<file path="src/rtl/bus_arbiter_rr16_if.sv">
// Request/grant bundle shared by the 16 requesters and the round-robin arbiter.
// The arbiter takes the slave view; requesters take the master view.
interface bus_arbiter_rr16_if;
   logic [15:0] req;
   logic [3:0]  S;
   logic        bus_en;
   logic [15:0] gnt;
   logic        busy;

   modport master (output req, input S, input bus_en, input gnt, input busy);
   modport slave  (input req, output S, output bus_en, output gnt, output busy);
endinterface

</file>
<file path="src/rtl/bus_arbiter_rr16.sv">
// Round-robin arbiter for a 16-source tri-state line. One owner at a time,
// ownership capped at MAX_BEATS cycles, one idle turnaround cycle between grants.
module bus_arbiter_rr16 #(
   parameter int unsigned MAX_BEATS = 8
) (
   input logic              clk,
   input logic              rst,
   bus_arbiter_rr16_if.slave bus
);
   localparam int unsigned N_REQ = 16;
   localparam int unsigned SEL_W = 4;
   localparam int unsigned CNT_W = 4;

   typedef enum logic [1:0] {
      IDLE  = 2'd0,
      GRANT = 2'd1,
      GAP   = 2'd2
   } state_e;

   state_e             state_q, state_d;
   logic [SEL_W-1:0]   s_q, s_d;
   logic [SEL_W-1:0]   ptr_q, ptr_d;
   logic [CNT_W-1:0]   cnt_q, cnt_d;
   logic [N_REQ-1:0]   gnt_q, gnt_d;
   logic               bus_en_q, bus_en_d;
   logic               busy_q, busy_d;

   logic [SEL_W-1:0]   win;
   logic [SEL_W-1:0]   idx;
   logic               found;
   logic               any_req;

   assign any_req = |bus.req;

   // First requester at or after ptr, wrapping modulo 16
   always_comb begin
      win   = ptr_q;
      idx   = '0;
      found = 1'b0;
      for (int i = 0; i < int'(N_REQ); i++) begin
         idx = SEL_W'(ptr_q + SEL_W'(i));
         if (!found && bus.req[idx]) begin
            win   = idx;
            found = 1'b1;
         end
      end
   end

   always_comb begin
      state_d  = state_q;
      s_d      = s_q;
      ptr_d    = ptr_q;
      cnt_d    = cnt_q;
      gnt_d    = gnt_q;
      bus_en_d = bus_en_q;

      unique case (state_q)
         IDLE, GAP: begin
            // In GAP the pointer was already advanced past the released owner
            gnt_d    = '0;
            bus_en_d = 1'b0;
            if (any_req) begin
               state_d  = GRANT;
               s_d      = win;
               gnt_d    = N_REQ'(1) << win;
               bus_en_d = 1'b1;
               cnt_d    = CNT_W'(1);
            end else begin
               state_d = IDLE;
            end
         end
         GRANT: begin
            if (!bus.req[s_q] || (cnt_q == CNT_W'(MAX_BEATS))) begin
               state_d  = GAP;
               gnt_d    = '0;
               bus_en_d = 1'b0;
               ptr_d    = s_q + SEL_W'(1);
            end else begin
               cnt_d = cnt_q + CNT_W'(1);
            end
         end
         default: begin
            state_d  = IDLE;
            gnt_d    = '0;
            bus_en_d = 1'b0;
         end
      endcase

      busy_d = (state_d != IDLE);
   end

   always_ff @(posedge clk or posedge rst) begin
      if (rst) begin
         state_q  <= IDLE;
         s_q      <= '0;
         ptr_q    <= '0;
         cnt_q    <= '0;
         gnt_q    <= '0;
         bus_en_q <= 1'b0;
         busy_q   <= 1'b0;
      end else begin
         state_q  <= state_d;
         s_q      <= s_d;
         ptr_q    <= ptr_d;
         cnt_q    <= cnt_d;
         gnt_q    <= gnt_d;
         bus_en_q <= bus_en_d;
         busy_q   <= busy_d;
      end
   end

   assign bus.S      = s_q;
   assign bus.gnt    = gnt_q;
   assign bus.bus_en = bus_en_q;
   assign bus.busy   = busy_q;
endmodule

</file>
<file path="src/flat_wrapper.sv">
// flat-port wrapper written by rule: the top's interface ports become plain ports
module bus_arbiter_rr16_flat 
#(
   parameter int unsigned MAX_BEATS = 8
)
  (clk, rst, bus_req, bus_S, bus_bus_en, bus_gnt, bus_busy);
  bus_arbiter_rr16_if bus_i ();
  input logic clk;
  input logic rst;
  input wire logic [$bits(bus_i.req)-1:0] bus_req;
  output wire logic [$bits(bus_i.S)-1:0] bus_S;
  output wire logic [$bits(bus_i.bus_en)-1:0] bus_bus_en;
  output wire logic [$bits(bus_i.gnt)-1:0] bus_gnt;
  output wire logic [$bits(bus_i.busy)-1:0] bus_busy;
  assign bus_i.req = bus_req;
  assign bus_S = bus_i.S;
  assign bus_bus_en = bus_i.bus_en;
  assign bus_gnt = bus_i.gnt;
  assign bus_busy = bus_i.busy;
  bus_arbiter_rr16 #(.MAX_BEATS(MAX_BEATS)) u_core (.clk(clk), .rst(rst), .bus(bus_i));
endmodule
</file>
<file path="config.mk">
export PLATFORM = sky130hd
export DESIGN_NAME = bus_arbiter_rr16_flat
export DESIGN_NICKNAME = d
export VERILOG_FILES = /design/src/rtl/bus_arbiter_rr16_if.sv /design/src/rtl/bus_arbiter_rr16.sv /design/src/flat_wrapper.sv
export SDC_FILE = /design/constraint.sdc
export NUM_CORES = 1
export LEC_CHECK = 0
export ABC_AREA = 0
export ABC_CLOCK_PERIOD_IN_PS = 4460
export CAP_MARGIN = 40
export CORE_MARGIN = 10
export CORE_UTILIZATION = 35
export CTS_BUF_LIST = sky130_fd_sc_hd__clkbuf_8
export DETAILED_ROUTE_END_ITERATION = 10
export PLACE_DENSITY = 0.53
export SYNTH_ARGS = -nofsm -noshare
export SYNTH_HDL_FRONTEND = slang
export SYNTH_SLANG_ARGS = --single-unit
</file>
<file path="constraint.sdc">
create_clock -name clk -period 4.46 [get_ports clk]
set_input_delay 1.338 -clock clk [delete_from_list [all_inputs] [get_ports clk]]
set_output_delay 1.338 -clock clk [all_outputs]
set_load 0.03 [all_outputs]
</file>
==> impl_metrics.xml, run 1 <==
<?xml version="1.0" encoding="UTF-8"?>
<metrics>
  <group name="timing">
    <metric name="slew_violations" unit="">0</metric>
    <metric name="worst_slew_margin_rel" unit="%">57.21</metric>
    <metric name="worst_pin_slew" unit="ns">0.6418</metric>
    <metric name="max_clock_freq" unit="MHz">235.7</metric>
    <metric name="setup_total_neg_slack" unit="ns">0</metric>
    <metric name="fin_ws" unit="ns">0.2165</metric>
    <metric name="setup_violation_total_in_the_final_timing_report" unit="">0</metric>
    <metric name="final.min_clock_period" unit="ns">4.244</metric>
    <metric name="grt_setup_unrepaired" unit="">false</metric>
    <metric name="period_share" unit="%">95.15</metric>
    <metric name="timing.clock.skew" unit="ns">0.005783</metric>
    <metric name="final_hold_viol_count" unit="">0</metric>
  </group>
  <group name="placement">
    <metric name="place.detailed.hpwl" unit="microns">11250</metric>
    <metric name="routabilityCongestion" unit="">0.9154</metric>
    <metric name="place.detailed.instances" unit="">700</metric>
    <metric name="numPortBuffers" unit="">39</metric>
    <metric name="dpl_worst_slack" unit="ns">-0.5132</metric>
  </group>
  <group name="global_routing">
    <metric name="global_route_wire_length_before_repair" unit="microns">23050</metric>
    <metric name="globalRoute.totalOverflow" unit="">0</metric>
    <metric name="initial_antenna_violation_count" unit="">0</metric>
    <metric name="maximum_number_of_pins_on_one_net_before_global_route_repair" unit="">33</metric>
    <metric name="grt.total_usage" unit="%">16.80</metric>
    <metric name="first_global_vias" unit="">4191</metric>
  </group>
  <group name="yosys">
    <metric name="postSynth.asyncResetShare" unit="%">100.0</metric>
    <metric name="mappedNetlistNets" unit="">466</metric>
    <metric name="number_of_synthesized_flops_with_an_enable_pin" unit="">0</metric>
    <metric name="ys.flop_type" unit="">sky130_fd_sc_hd__dfrtp_1</metric>
    <metric name="yosys-top-cells-area" unit="">sky130_fd_sc_hd__dfrtp_1, sky130_fd_sc_hd__mux4_2, sky130_fd_sc_hd__mux2i_1, sky130_fd_sc_hd__nand2_1, sky130_fd_sc_hd__mux4_1</metric>
    <metric name="synth.ff_latch_count" unit="">32</metric>
    <metric name="syn_area_per_cell" unit="sq um">9.761</metric>
    <metric name="yosysSeqAreaShare" unit="%">18.73</metric>
    <metric name="ys_types" unit="">87</metric>
    <metric name="synthesized_area" unit="sq um">4275</metric>
    <metric name="syn-instance-count" unit="">438</metric>
    <metric name="synthDominantCellAreaShare" unit="%">18.73</metric>
    <metric name="yosys_warnings" unit="">0</metric>
    <metric name="dominant_cell_type_by_area_after_synthesis" unit="">sky130_fd_sc_hd__dfrtp_1</metric>
  </group>
  <group name="routing">
    <metric name="drt-vias-per-instance" unit="">5.806</metric>
    <metric name="ant_nets" unit="">0</metric>
    <metric name="route.detailed.drc" unit="">0</metric>
    <metric name="drt_first_pass_iters" unit="">4</metric>
    <metric name="wirelength" unit="microns">14310</metric>
    <metric name="detailroute.via_count" unit="">4134</metric>
    <metric name="drc_marker_count_from_the_first_detailed_route_iteration" unit="">303</metric>
    <metric name="wirelength_per_cell" unit="microns">20.09</metric>
  </group>
  <group name="setup_path">
    <metric name="critical_path_class" unit="">primary input to flip-flop</metric>
    <metric name="endpoint_kind_of_the_worst_setup_timing_path" unit="">flip-flop</metric>
    <metric name="worst_ep_arrival_time" unit="ns">4.45</metric>
    <metric name="cpMaxStageDelayCell" unit="">sky130_fd_sc_hd__or4_4</metric>
    <metric name="timing.critical_path.max_delay_family" unit="">compound AO/OA/AOI/OAI gates</metric>
    <metric name="critical_path_buffers_and_inverters" unit="">3</metric>
    <metric name="worst_path_most_repeated_cell" unit="">sky130_fd_sc_hd__buf_4</metric>
    <metric name="worst_setup_path_start_kind" unit="">primary input</metric>
    <metric name="worstPathMaxFanout" unit="">5</metric>
    <metric name="data_required_time_at_the_worst_endpoint" unit="ns">4.67</metric>
    <metric name="crit_path_cell_trace" unit="">dlygate4sd2_1 &gt; buf_4 &gt; mux2_4 &gt; mux4_2 &gt; nand2_2 &gt; buf_4 &gt; a21oi_1 &gt; o21ai_1 &gt; nand2_1 &gt; a22o_1 &gt; o21a_1 &gt; or4_4 &gt; o21ai_2</metric>
    <metric name="timing.critical_path.slowest_cell_delay" unit="ns">0.59</metric>
  </group>
  <group name="clock_tree">
    <metric name="cts_max_path_bufs" unit="">2</metric>
    <metric name="cts_tree" unit="">built</metric>
    <metric name="cts_root_buffer" unit="">sky130_fd_sc_hd__clkbuf_8</metric>
    <metric name="cts-buffers-inserted" unit="">5</metric>
    <metric name="insertion_delay" unit="ns">0.28</metric>
    <metric name="clock-sinks" unit="">32</metric>
    <metric name="count_of_hold_fix_buffers_inserted_at_cts" unit="">0</metric>
    <metric name="ctsHtreeMaxLevel" unit="">2</metric>
    <metric name="path_clk_slew" unit="ns">0.07</metric>
  </group>
  <group name="die">
    <metric name="die_x" unit="microns">130.5</metric>
    <metric name="design.core.area" unit="sq um">12010</metric>
    <metric name="dieHeight" unit="microns">130.5</metric>
    <metric name="std_cell_rows" unit="">40</metric>
    <metric name="start_util" unit="%">35.59</metric>
    <metric name="i_o_pins" unit="">40</metric>
    <metric name="fp.dieArea" unit="sq um">17040</metric>
  </group>
  <group name="finish">
    <metric name="antennaDiodeCount" unit="">0</metric>
    <metric name="post_layout_util" unit="%">47.55</metric>
    <metric name="layoutNonFillerInstCount" unit="">712</metric>
    <metric name="syn_to_final_growth" unit="%">33.60</metric>
    <metric name="nets" unit="">592</metric>
    <metric name="filler_cell_count" unit="">1169</metric>
    <metric name="fraction_of_layout_instances_using_a_drive_strength_above_1" unit="%">37.35</metric>
  </group>
  <group name="run">
    <metric name="drv.max_cap_violation_count" unit="">0</metric>
  </group>
  <group name="run_status">
    <metric name="run_status" unit="">completed</metric>
  </group>
  <group name="min_path">
    <metric name="min-delay-path-class" unit="">flip-flop to flip-flop</metric>
  </group>
</metrics>
-- logic make-up (layout without fill, tap and decap cells) --
group / after synthesis / in the layout / synth area share (%)
buffers and inverters: 39 / 166 / 6.029
AND/OR/NAND/NOR: 146 / 146 / 17.50
multiplexers: 87 / 87 / 33.07
AO/OA/AOI/OAI: 106 / 106 / 17.44
flip-flops: 32 / 32 / 18.73
adder cells (fa/ha/maj): 10 / 10 / 2.927
XOR/XNOR: 18 / 18 / 4.302
-- Yosys cell counts (all sizes together) (2+ instances only) --
master	count
a211oi	3
mux4	37
or4	2
inv	12
o2111ai	2
nand4	4
a211o	2
nand2b	6
clkbuf	8
a41o	2
mux2	18
o22ai	6
o31ai	2
nand4b	2
o21ai	33
o211ai	6
nand3	14
a32oi	2
a41oi	2
mux2i	32
and2	3
and3	2
dfrtp	32
nor3	13
ha	10
and3b	2
nor2	27
o21a	2
xor2	12
nand2	54
a31oi	3
xnor2	6
a21oi	17
or3	3
nor4	7
a221o	3
or2	3
a21boi	4
buf	18
-- stage by stage --
| step | hold WS [ns] | instance area [sq um] |
|---|---|---|
| after floorplan | 0.5044 | 4275 |
| after global placement | 0.4680 | 5409 |
| after detailed placement | 0.4686 | 5409 |
| after CTS | 0.4804 | 5588 |
| after global routing | 0.5022 | 5712 |
| final | 0.4746 | 5712 |
-- what timing repair did --
action                     4_1_cts  5_1_grt
buffers inserted                 1        3
setup endpoints to repair       17       18
resized for setup               35       23
pin swaps                       10        6
-- worst min-delay path: stages, from the launching register on --
cell and delay (ns):
sky130_fd_sc_hd__dfrtp_1 0.34, sky130_fd_sc_hd__nand2_1 0.05, sky130_fd_sc_hd__nand2_1 0.06
-- cell usage in the layout, fill, tap and decap left out, drive strengths merged, types with 3 or more instances in the layout --
cell type / count
or3: 3
or2: 3
nand3: 14
a211oi: 3
xor2: 12
ha: 10
mux2: 18
nand4: 4
mux4: 37
xnor2: 6
clkbuf: 7
a221o: 3
dfrtp: 32
a31oi: 3
inv: 12
o21ai: 33
nand2: 54
clkdlybuf4s50: 23
nor2: 27
o211ai: 6
buf: 106
a21boi: 4
nand2b: 6
nor3: 13
dlygate4sd2: 13
dlymetal6s2s: 3
a21oi: 17
nor4: 7
mux2i: 32
o22ai: 6
and2: 3
-- flip-flops by register name, indices dropped and copies added, names as in the netlist --
name,cells
u_core.bus.busy,1
u_core.ptr_q,4
u_core.state_q,2
u_core.bus.bus_en,1
u_core.bus.S,4
u_core.bus.gnt,16
u_core.cnt_q,4
-- final timing paths --
check | depth (start not counted) | to | slack (ns) | startpoint
worst min register to register | 2 | u_core.bus.bus_en | 0.47 | u_core.bus.bus_en
worst min-delay path | 2 | u_core.bus.bus_en | 0.47 | u_core.bus.bus_en
min in group asynchronous | 3 | u_core.cnt_q[2] | 1.44 | rst
worst max-delay path | 13 | u_core.bus.gnt[1] | 0.22 | bus_req[8]
max in group asynchronous | 3 | u_core.bus.gnt[8] | 2.73 | rst
worst max register to register | 14 | u_core.bus.gnt[1] | 0.31 | u_core.ptr_q[1]
-- layout make-up --
| type | count | area (sq um) | area share, % |
|---|---|---|---|
| Multi-Input combinational cell | 367 | 3364 | 58.90 |
| Timing Repair Buffer | 145 | 1185 | 20.74 |
| Sequential cell | 32 | 800.8 | 14.02 |
| Tap cell | 147 | 183.9 | 3.220 |
| Clock buffer | 7 | 96.34 | 1.687 |
| Inverter | 13 | 51.30 | 0.8981 |
| Clock inverter | 1 | 30.03 | 0.5257 |
-- per-layer routing --
layer  share of wire (%)  wire [microns]  GRT usage, %
met1                  46            6602         23.66
met2                  48            6926         27.62
met3                 4.3             622         1.612
met4                 1.1             155         2.878
met5                   0               0             0
Power of run 1 is left out: the tool's default activity adds up to more than one toggle a clock period on the data nets, which glitch-free logic cannot reach.
==> inputs of run 2 (changes only) <==
ABC_AREA = 1   (was 0)
CORE_UTILIZATION = 29   (was 35)
PLACE_DENSITY = 0.47   (was 0.53)
REMOVE_ABC_BUFFERS = 1   (was unset)
==> run 2 against run 1 <==
Non-clock buffer count fell by 63. Core utilization decreased by 9.4 points. Synthesized cell count grew 30%. Sequential share of layout area rose by 4.2 points. Area after synthesis fell by 20%. Sequential cell count is the same. Register-to-register slack gained 0.30 ns. Critical path depth is 10 higher. Largest cell class unchanged. Highest routed layer unchanged.
==> impl_metrics.xml, run 2 <==
<?xml version="1.0" encoding="UTF-8"?>
<metrics>
  <group name="routing">
    <metric name="ant_nets" unit="">0</metric>
    <metric name="drc_marker_count_from_the_first_detailed_route_iteration" unit="">223</metric>
    <metric name="drt-vias-per-instance" unit="">4.901</metric>
    <metric name="wirelength_per_cell" unit="microns">15.20</metric>
    <metric name="drt_first_pass_iters" unit="">4</metric>
    <metric name="route.detailed.drc" unit="">0</metric>
    <metric name="detailroute.via_count" unit="">3867</metric>
    <metric name="wirelength" unit="microns">11990</metric>
  </group>
  <group name="yosys">
    <metric name="dominant_cell_type_by_area_after_synthesis" unit="">sky130_fd_sc_hd__dfrtp_1</metric>
    <metric name="synth_common_cells" unit="">sky130_fd_sc_hd__nand2_1, sky130_fd_sc_hd__nand3_1, sky130_fd_sc_hd__inv_1</metric>
    <metric name="yosysSeqAreaShare" unit="%">23.34</metric>
    <metric name="postSynth.asyncResetShare" unit="%">100.0</metric>
    <metric name="yosys.cell_count.top_type" unit="">sky130_fd_sc_hd__nand2_1</metric>
    <metric name="ys.flop_type" unit="">sky130_fd_sc_hd__dfrtp_1</metric>
    <metric name="syn-instance-count" unit="">569</metric>
    <metric name="yosys-top-cells-area" unit="">sky130_fd_sc_hd__dfrtp_1, sky130_fd_sc_hd__nand2_1, sky130_fd_sc_hd__nand3_1, sky130_fd_sc_hd__inv_1, sky130_fd_sc_hd__o21ai_0</metric>
    <metric name="ys_types" unit="">39</metric>
    <metric name="synth.ff_latch_count" unit="">32</metric>
    <metric name="yosys_warnings" unit="">0</metric>
    <metric name="synthDominantCellAreaShare" unit="%">23.34</metric>
    <metric name="synthesized_area" unit="sq um">3431</metric>
    <metric name="syn_area_per_cell" unit="sq um">6.030</metric>
    <metric name="number_of_synthesized_flops_with_an_enable_pin" unit="">0</metric>
  </group>
  <group name="setup_path">
    <metric name="worst_ep_arrival_time" unit="ns">4.41</metric>
    <metric name="worst_r2r_startpoint" unit="">u_core.ptr_q[0]</metric>
    <metric name="worst_setup_path_start_kind" unit="">primary input</metric>
    <metric name="capture_point_of_the_worst_reg_to_reg_path" unit="">u_core.bus.gnt[6]</metric>
    <metric name="data_required_time_at_the_worst_endpoint" unit="ns">4.68</metric>
    <metric name="endpoint" unit="">u_core.bus.gnt[6]</metric>
    <metric name="startpoint" unit="">bus_req[15]</metric>
    <metric name="r2r_slack" unit="ns">0.61</metric>
    <metric name="critical_path_class" unit="">primary input to flip-flop</metric>
    <metric name="worstPathMaxFanout" unit="">5</metric>
    <metric name="endpoint_kind_of_the_worst_setup_timing_path" unit="">flip-flop</metric>
    <metric name="worst-r2r-cell-count" unit="">25</metric>
  </group>
  <group name="timing">
    <metric name="worst_slew_margin_rel" unit="%">44.64</metric>
    <metric name="slew_violations" unit="">0</metric>
    <metric name="worst_pin_slew" unit="ns">0.8217</metric>
    <metric name="final.min_clock_period" unit="ns">4.189</metric>
    <metric name="final_hold_viol_count" unit="">0</metric>
    <metric name="max_clock_freq" unit="MHz">238.7</metric>
    <metric name="timing.clock.skew" unit="ns">0.01046</metric>
    <metric name="period_share" unit="%">93.92</metric>
    <metric name="setup_violation_total_in_the_final_timing_report" unit="">0</metric>
  </group>
  <group name="finish">
    <metric name="nets" unit="">673</metric>
    <metric name="largest_register_ffs" unit="">16</metric>
    <metric name="antennaDiodeCount" unit="">0</metric>
    <metric name="syn_to_final_growth" unit="%">27.94</metric>
    <metric name="post_layout_util" unit="%">38.11</metric>
    <metric name="most-common-layout-cells" unit="">sky130_fd_sc_hd__nand2_1, sky130_fd_sc_hd__nand3_1, sky130_fd_sc_hd__inv_1, sky130_fd_sc_hd__buf_4, sky130_fd_sc_hd__clkdlybuf4s50_1</metric>
    <metric name="fraction_of_layout_instances_using_a_drive_strength_above_1" unit="%">13.31</metric>
    <metric name="mostFrequentLayoutCell" unit="">sky130_fd_sc_hd__nand2_1</metric>
  </group>
  <group name="global_routing">
    <metric name="grt.total_usage" unit="%">14.73</metric>
    <metric name="globalRoute.totalOverflow" unit="">0</metric>
    <metric name="maximum_number_of_pins_on_one_net_before_global_route_repair" unit="">33</metric>
    <metric name="first_global_vias" unit="">3829</metric>
    <metric name="initial_antenna_violation_count" unit="">0</metric>
    <metric name="global_route_wire_length_before_repair" unit="microns">19690</metric>
  </group>
  <group name="placement">
    <metric name="routabilityCongestion" unit="">0.9060</metric>
    <metric name="place.detailed.hpwl" unit="microns">9633</metric>
    <metric name="numPortBuffers" unit="">39</metric>
  </group>
  <group name="clock_tree">
    <metric name="path_clk_slew" unit="ns">0.07</metric>
    <metric name="cts_tree" unit="">built</metric>
    <metric name="count_of_hold_fix_buffers_inserted_at_cts" unit="">0</metric>
    <metric name="insertion_delay" unit="ns">0.30</metric>
    <metric name="cts_max_path_bufs" unit="">2</metric>
    <metric name="ctsHtreeMaxLevel" unit="">2</metric>
    <metric name="cts_root_buffer" unit="">sky130_fd_sc_hd__clkbuf_8</metric>
    <metric name="clock-sinks" unit="">32</metric>
    <metric name="cts-buffers-inserted" unit="">5</metric>
  </group>
  <group name="run">
    <metric name="drv.max_cap_violation_count" unit="">0</metric>
  </group>
  <group name="run_status">
    <metric name="run_status" unit="">completed</metric>
  </group>
  <group name="die">
    <metric name="fp.dieArea" unit="sq um">16580</metric>
    <metric name="die_x" unit="microns">128.8</metric>
    <metric name="design.core.area" unit="sq um">11520</metric>
    <metric name="std_cell_rows" unit="">39</metric>
    <metric name="i_o_pins" unit="">40</metric>
    <metric name="dieHeight" unit="microns">128.8</metric>
    <metric name="start_util" unit="%">29.79</metric>
  </group>
  <group name="min_path">
    <metric name="min-delay-path-class" unit="">flip-flop to flip-flop</metric>
  </group>
</metrics>
-- run 2: how the worst min path moves through the flow --
stage / from / end / slack [ns] / cells after the start
floorplan: u_core.state_q[1] / u_core.cnt_q[1] / 0.52 / 3
global placement: u_core.bus.bus_en / u_core.bus.bus_en / 0.46 / 2
detailed placement: u_core.bus.bus_en / u_core.bus.bus_en / 0.47 / 2
CTS: u_core.bus.bus_en / u_core.bus.bus_en / 0.49 / 2
global route: u_core.bus.gnt[1] / u_core.bus.gnt[1] / 0.51 / 2
finish: u_core.bus.bus_en / u_core.bus.bus_en / 0.49 / 2
-- run 2: logic make-up after synthesis --
| family | Yosys count | share of synthesized area (%) |
|---|---|---|
| AND/OR/NAND/NOR | 352 | 46.75 |
| XOR/XNOR | 12 | 3.502 |
| adder cells (fa/ha/maj) | 10 | 3.647 |
| buffers and inverters | 90 | 10.76 |
| flip-flops | 32 | 23.34 |
| multiplexers | 1 | 0.2918 |
| AO/OA/AOI/OAI | 72 | 11.71 |
-- run 2: layer usage --
layer | vias up | GRT usage (%) | wire, microns
met5 | - | 0 | 0
met4 | 0 | 4.281 | 189
met3 | 14 | 3.121 | 644
met2 | 86 | 24.03 | 5585
met1 | 1770 | 19.16 | 5572
li1 | 1997 | - | -
-- run 2: critical path, cell delays in order --
cell and delay [ns]:
sky130_fd_sc_hd__clkdlybuf4s50_1 0.49, sky130_fd_sc_hd__nand2_1 0.13, sky130_fd_sc_hd__nand3_1 0.10, sky130_fd_sc_hd__nand3_1 0.13
sky130_fd_sc_hd__nand3_2 0.10, sky130_fd_sc_hd__nand2_4 0.11, sky130_fd_sc_hd__nand3_2 0.10, sky130_fd_sc_hd__nor2_4 0.18
sky130_fd_sc_hd__nand4_4 0.12, sky130_fd_sc_hd__nor2_4 0.17, sky130_fd_sc_hd__nand4_4 0.12, sky130_fd_sc_hd__nor2_4 0.17
sky130_fd_sc_hd__nand2_2 0.12, sky130_fd_sc_hd__inv_2 0.09, sky130_fd_sc_hd__nand2_2 0.08, sky130_fd_sc_hd__buf_4 0.18
sky130_fd_sc_hd__nand2_1 0.06, sky130_fd_sc_hd__nand2_1 0.06, sky130_fd_sc_hd__nand2_2 0.09, sky130_fd_sc_hd__nand2_2 0.11
sky130_fd_sc_hd__nor2_2 0.12, sky130_fd_sc_hd__nand2_1 0.09, sky130_fd_sc_hd__o21bai_1 0.15
-- run 2: final cells by class --
| class | instances | area, sq um |
|---|---|---|
| clock inverter | 3 | 38.79 |
| multi-input combinational | 447 | 2287 |
| timing repair buffer | 82 | 725.7 |
| fill | 1274 | 7127 |
| tap | 143 | 178.9 |
| clock buffer | 5 | 68.82 |
| inverter | 77 | 289.0 |
| sequential | 32 | 800.8 |
-- run 2: repair_timing --
action	4_1_cts	5_1_grt
setup buffers	0	2
endpoints found under the hold margin	0	0
endpoints found under the setup margin	0	8
gates resized for setup	0	11
-- run 2: through the flow --
step / instances / hold WS (ns) / worst slack (ns) / TNS, ns / area, sq um
after CTS: 787 / 0.4927 / 0.3017 / 0 / 4335
final: 789 / 0.4850 / 0.2712 / 0 / 4389
after global placement: 779 / 0.4643 / 0.05287 / 0 / 4228
after detailed placement: 779 / 0.4734 / 0.00002132 / 0 / 4228
after floorplan: 556 / 0.5182 / 0.5886 / 0 / 3351
after global routing: 789 / 0.5118 / -0.01632 / -0.02061 / 4389
Power of run 2 is left out for the same reason.
==> inputs of run 3 (changes only) <==
CAP_MARGIN = 20   (was 40)
CORE_MARGIN = unset   (was 10)
==> run 3 against run 2 <==
Worst setup slack improved by 0.024 ns. Final area is 0.51% higher. Sequential cell count unchanged. Critical path type unchanged. Non-clock buffer count rose by 1. Fmax grew 0.58%. Largest cell class unchanged.
==> impl_metrics.xml, run 3 (synthesized netlist as in run 2, its figures left out) <==
<?xml version="1.0" encoding="UTF-8"?>
<metrics>
  <group name="run_status">
    <metric name="run_status" unit="">completed</metric>
  </group>
  <group name="setup_path">
    <metric name="data_required_time_at_the_worst_endpoint" unit="ns">4.69</metric>
    <metric name="worst_ep_arrival_time" unit="ns">4.40</metric>
    <metric name="worst-r2r-cell-count" unit="">23</metric>
    <metric name="worst_r2r_startpoint" unit="">u_core.ptr_q[1]</metric>
    <metric name="critical_path_class" unit="">primary input to flip-flop</metric>
    <metric name="worstPathMaxFanout" unit="">5</metric>
    <metric name="timing.critical_path.max_delay_family" unit="">simple AND/OR/NAND/NOR gates</metric>
    <metric name="endpoint_kind_of_the_worst_setup_timing_path" unit="">flip-flop</metric>
    <metric name="timing.critical_path.depth" unit="">22</metric>
    <metric name="timing.critical_path.slowest_cell_delay" unit="ns">0.49</metric>
    <metric name="worst_setup_path_start_kind" unit="">primary input</metric>
    <metric name="worst_path_most_repeated_cell" unit="">sky130_fd_sc_hd__nand3_1</metric>
    <metric name="critical_path_buffers_and_inverters" unit="">2</metric>
    <metric name="cpMaxStageDelayCell" unit="">sky130_fd_sc_hd__clkdlybuf4s50_1</metric>
    <metric name="startpoint" unit="">bus_req[11]</metric>
    <metric name="r2r_slack" unit="ns">0.73</metric>
    <metric name="crit_path_cell_trace" unit="">clkdlybuf4s50_1 &gt; nand2_1 &gt; nand3_1 &gt; nand3_1 &gt; nand3_1 &gt; nand2_4 &gt; nand3_2 &gt; nor2_4 &gt; nand4_4 &gt; nor2_4 &gt; nand4_4 &gt; nor2_4 &gt; nand2_2 &gt; inv_2 &gt; nand2_2 &gt; nand3_1 &gt; nand2_1 &gt; o21ai_1 &gt; nand2_1 &gt; nor2_1 &gt; nand3_1 &gt; nand2_1</metric>
  </group>
  <group name="timing">
    <metric name="grt_setup_unrepaired" unit="">false</metric>
    <metric name="setup_total_neg_slack" unit="ns">0</metric>
    <metric name="slew_violations" unit="">0</metric>
    <metric name="fin_ws" unit="ns">0.2954</metric>
    <metric name="setup_violation_total_in_the_final_timing_report" unit="">0</metric>
    <metric name="final.min_clock_period" unit="ns">4.165</metric>
    <metric name="period_share" unit="%">93.38</metric>
    <metric name="final_hold_viol_count" unit="">0</metric>
    <metric name="timing.clock.skew" unit="ns">0.005010</metric>
    <metric name="worst_slew_margin_rel" unit="%">48.47</metric>
    <metric name="worst_pin_slew" unit="ns">0.7700</metric>
    <metric name="max_clock_freq" unit="MHz">240.1</metric>
  </group>
  <group name="routing">
    <metric name="route.detailed.drc" unit="">0</metric>
    <metric name="wirelength_per_cell" unit="microns">14.65</metric>
    <metric name="detailroute.via_count" unit="">3912</metric>
    <metric name="drc_marker_count_from_the_first_detailed_route_iteration" unit="">255</metric>
    <metric name="drt_first_pass_iters" unit="">5</metric>
    <metric name="wirelength" unit="microns">11570</metric>
    <metric name="ant_nets" unit="">0</metric>
    <metric name="drt-vias-per-instance" unit="">4.952</metric>
  </group>
  <group name="die">
    <metric name="std_cell_rows" unit="">39</metric>
    <metric name="dieHeight" unit="microns">110.8</metric>
    <metric name="start_util" unit="%">29.92</metric>
    <metric name="die_x" unit="microns">110.8</metric>
    <metric name="design.core.area" unit="sq um">11470</metric>
    <metric name="fp.dieArea" unit="sq um">12270</metric>
    <metric name="i_o_pins" unit="">40</metric>
  </group>
  <group name="clock_tree">
    <metric name="cts_root_buffer" unit="">sky130_fd_sc_hd__clkbuf_8</metric>
    <metric name="ctsHtreeMaxLevel" unit="">2</metric>
    <metric name="cts_max_path_bufs" unit="">2</metric>
    <metric name="count_of_hold_fix_buffers_inserted_at_cts" unit="">0</metric>
    <metric name="cts_tree" unit="">built</metric>
    <metric name="cts-buffers-inserted" unit="">5</metric>
    <metric name="clock-sinks" unit="">32</metric>
    <metric name="path_clk_slew" unit="ns">0.07</metric>
    <metric name="insertion_delay" unit="ns">0.29</metric>
  </group>
  <group name="global_routing">
    <metric name="grt.total_usage" unit="%">19.30</metric>
    <metric name="globalRoute.totalOverflow" unit="">0</metric>
    <metric name="initial_antenna_violation_count" unit="">0</metric>
    <metric name="first_global_vias" unit="">3852</metric>
    <metric name="maximum_number_of_pins_on_one_net_before_global_route_repair" unit="">33</metric>
    <metric name="global_route_wire_length_before_repair" unit="microns">19220</metric>
  </group>
  <group name="min_path">
    <metric name="worst_hold_path.num_cells" unit="">2</metric>
    <metric name="min-delay-path-class" unit="">flip-flop to flip-flop</metric>
    <metric name="hold_path.startpoint" unit="">u_core.bus.gnt[0]</metric>
  </group>
  <group name="finish">
    <metric name="most-common-layout-cells" unit="">sky130_fd_sc_hd__nand2_1, sky130_fd_sc_hd__nand3_1, sky130_fd_sc_hd__inv_1, sky130_fd_sc_hd__buf_4, sky130_fd_sc_hd__clkdlybuf4s50_1</metric>
    <metric name="antennaDiodeCount" unit="">0</metric>
    <metric name="fraction_of_layout_instances_using_a_drive_strength_above_1" unit="%">14.22</metric>
    <metric name="nets" unit="">674</metric>
    <metric name="filler_cell_count" unit="">1252</metric>
    <metric name="syn_to_final_growth" unit="%">28.59</metric>
    <metric name="largest_register_ffs" unit="">16</metric>
    <metric name="mostFrequentLayoutCell" unit="">sky130_fd_sc_hd__nand2_1</metric>
  </group>
  <group name="placement">
    <metric name="numPortBuffers" unit="">39</metric>
    <metric name="dpl_worst_slack" unit="ns">-0.1391</metric>
    <metric name="routabilityCongestion" unit="">0.8655</metric>
    <metric name="place.detailed.hpwl" unit="microns">9281</metric>
  </group>
  <group name="run">
    <metric name="drv.max_cap_violation_count" unit="">0</metric>
  </group>
</metrics>
-- run 3: area by class of cell --
cell class,count,area [sq um],area share (%)
Multi-Input combinational cell,447,2306,52.27
Clock buffer,5,68.82,1.560
Sequential cell,32,800.8,18.15
Tap cell,143,178.9,4.056
Timing Repair Buffer,83,725.7,16.45
Inverter,77,289.0,6.551
Clock inverter,3,42.54,0.9643
-- run 3: final timing paths --
path / endpoint
setup / recovery: u_core.bus.gnt[1]
hold / removal: u_core.bus.gnt[0]
setup reg to reg: u_core.bus.gnt[1]
hold reg to reg: u_core.bus.gnt[0]
max in group asynchronous: u_core.ptr_q[2]
min in group asynchronous: u_core.bus.gnt[6]
-- run 3: repair_timing --
item	in CTS	in global routing
gates resized for setup	0	13
setup buffers	0	3
endpoints found under the setup margin	0	17
-- run 3: metal layers --
layer	up-vias	wire, microns	global-route usage (%)
met3	15	462	1.914
met4	0	176	5.600
met1	1802	5541	25.84
met2	93	5394	32.80
met5	-	0	0
li1	2002	-	-
-- run 3: metrics by stage --
stage / hold slack [ns] / util (%) / cells / cell area (sq um)
floorplan: 0.5182 / - / 556 / 3351
global placement: 0.4653 / 36.87 / 779 / 4228
detailed placement: 0.4686 / 36.87 / 779 / 4228
CTS: 0.4970 / 37.84 / 787 / 4339
global route: 0.5265 / 38.47 / 790 / 4412
finish: 0.4959 / 38.47 / 790 / 4412
-- run 3: tightest hold or removal path, cell delays in order, from the launching register on --
cell and delay [ns]:
sky130_fd_sc_hd__dfrtp_1 0.36, sky130_fd_sc_hd__nand2_1 0.06, sky130_fd_sc_hd__nand2_1 0.05
Power of run 3 is left out for the same reason.
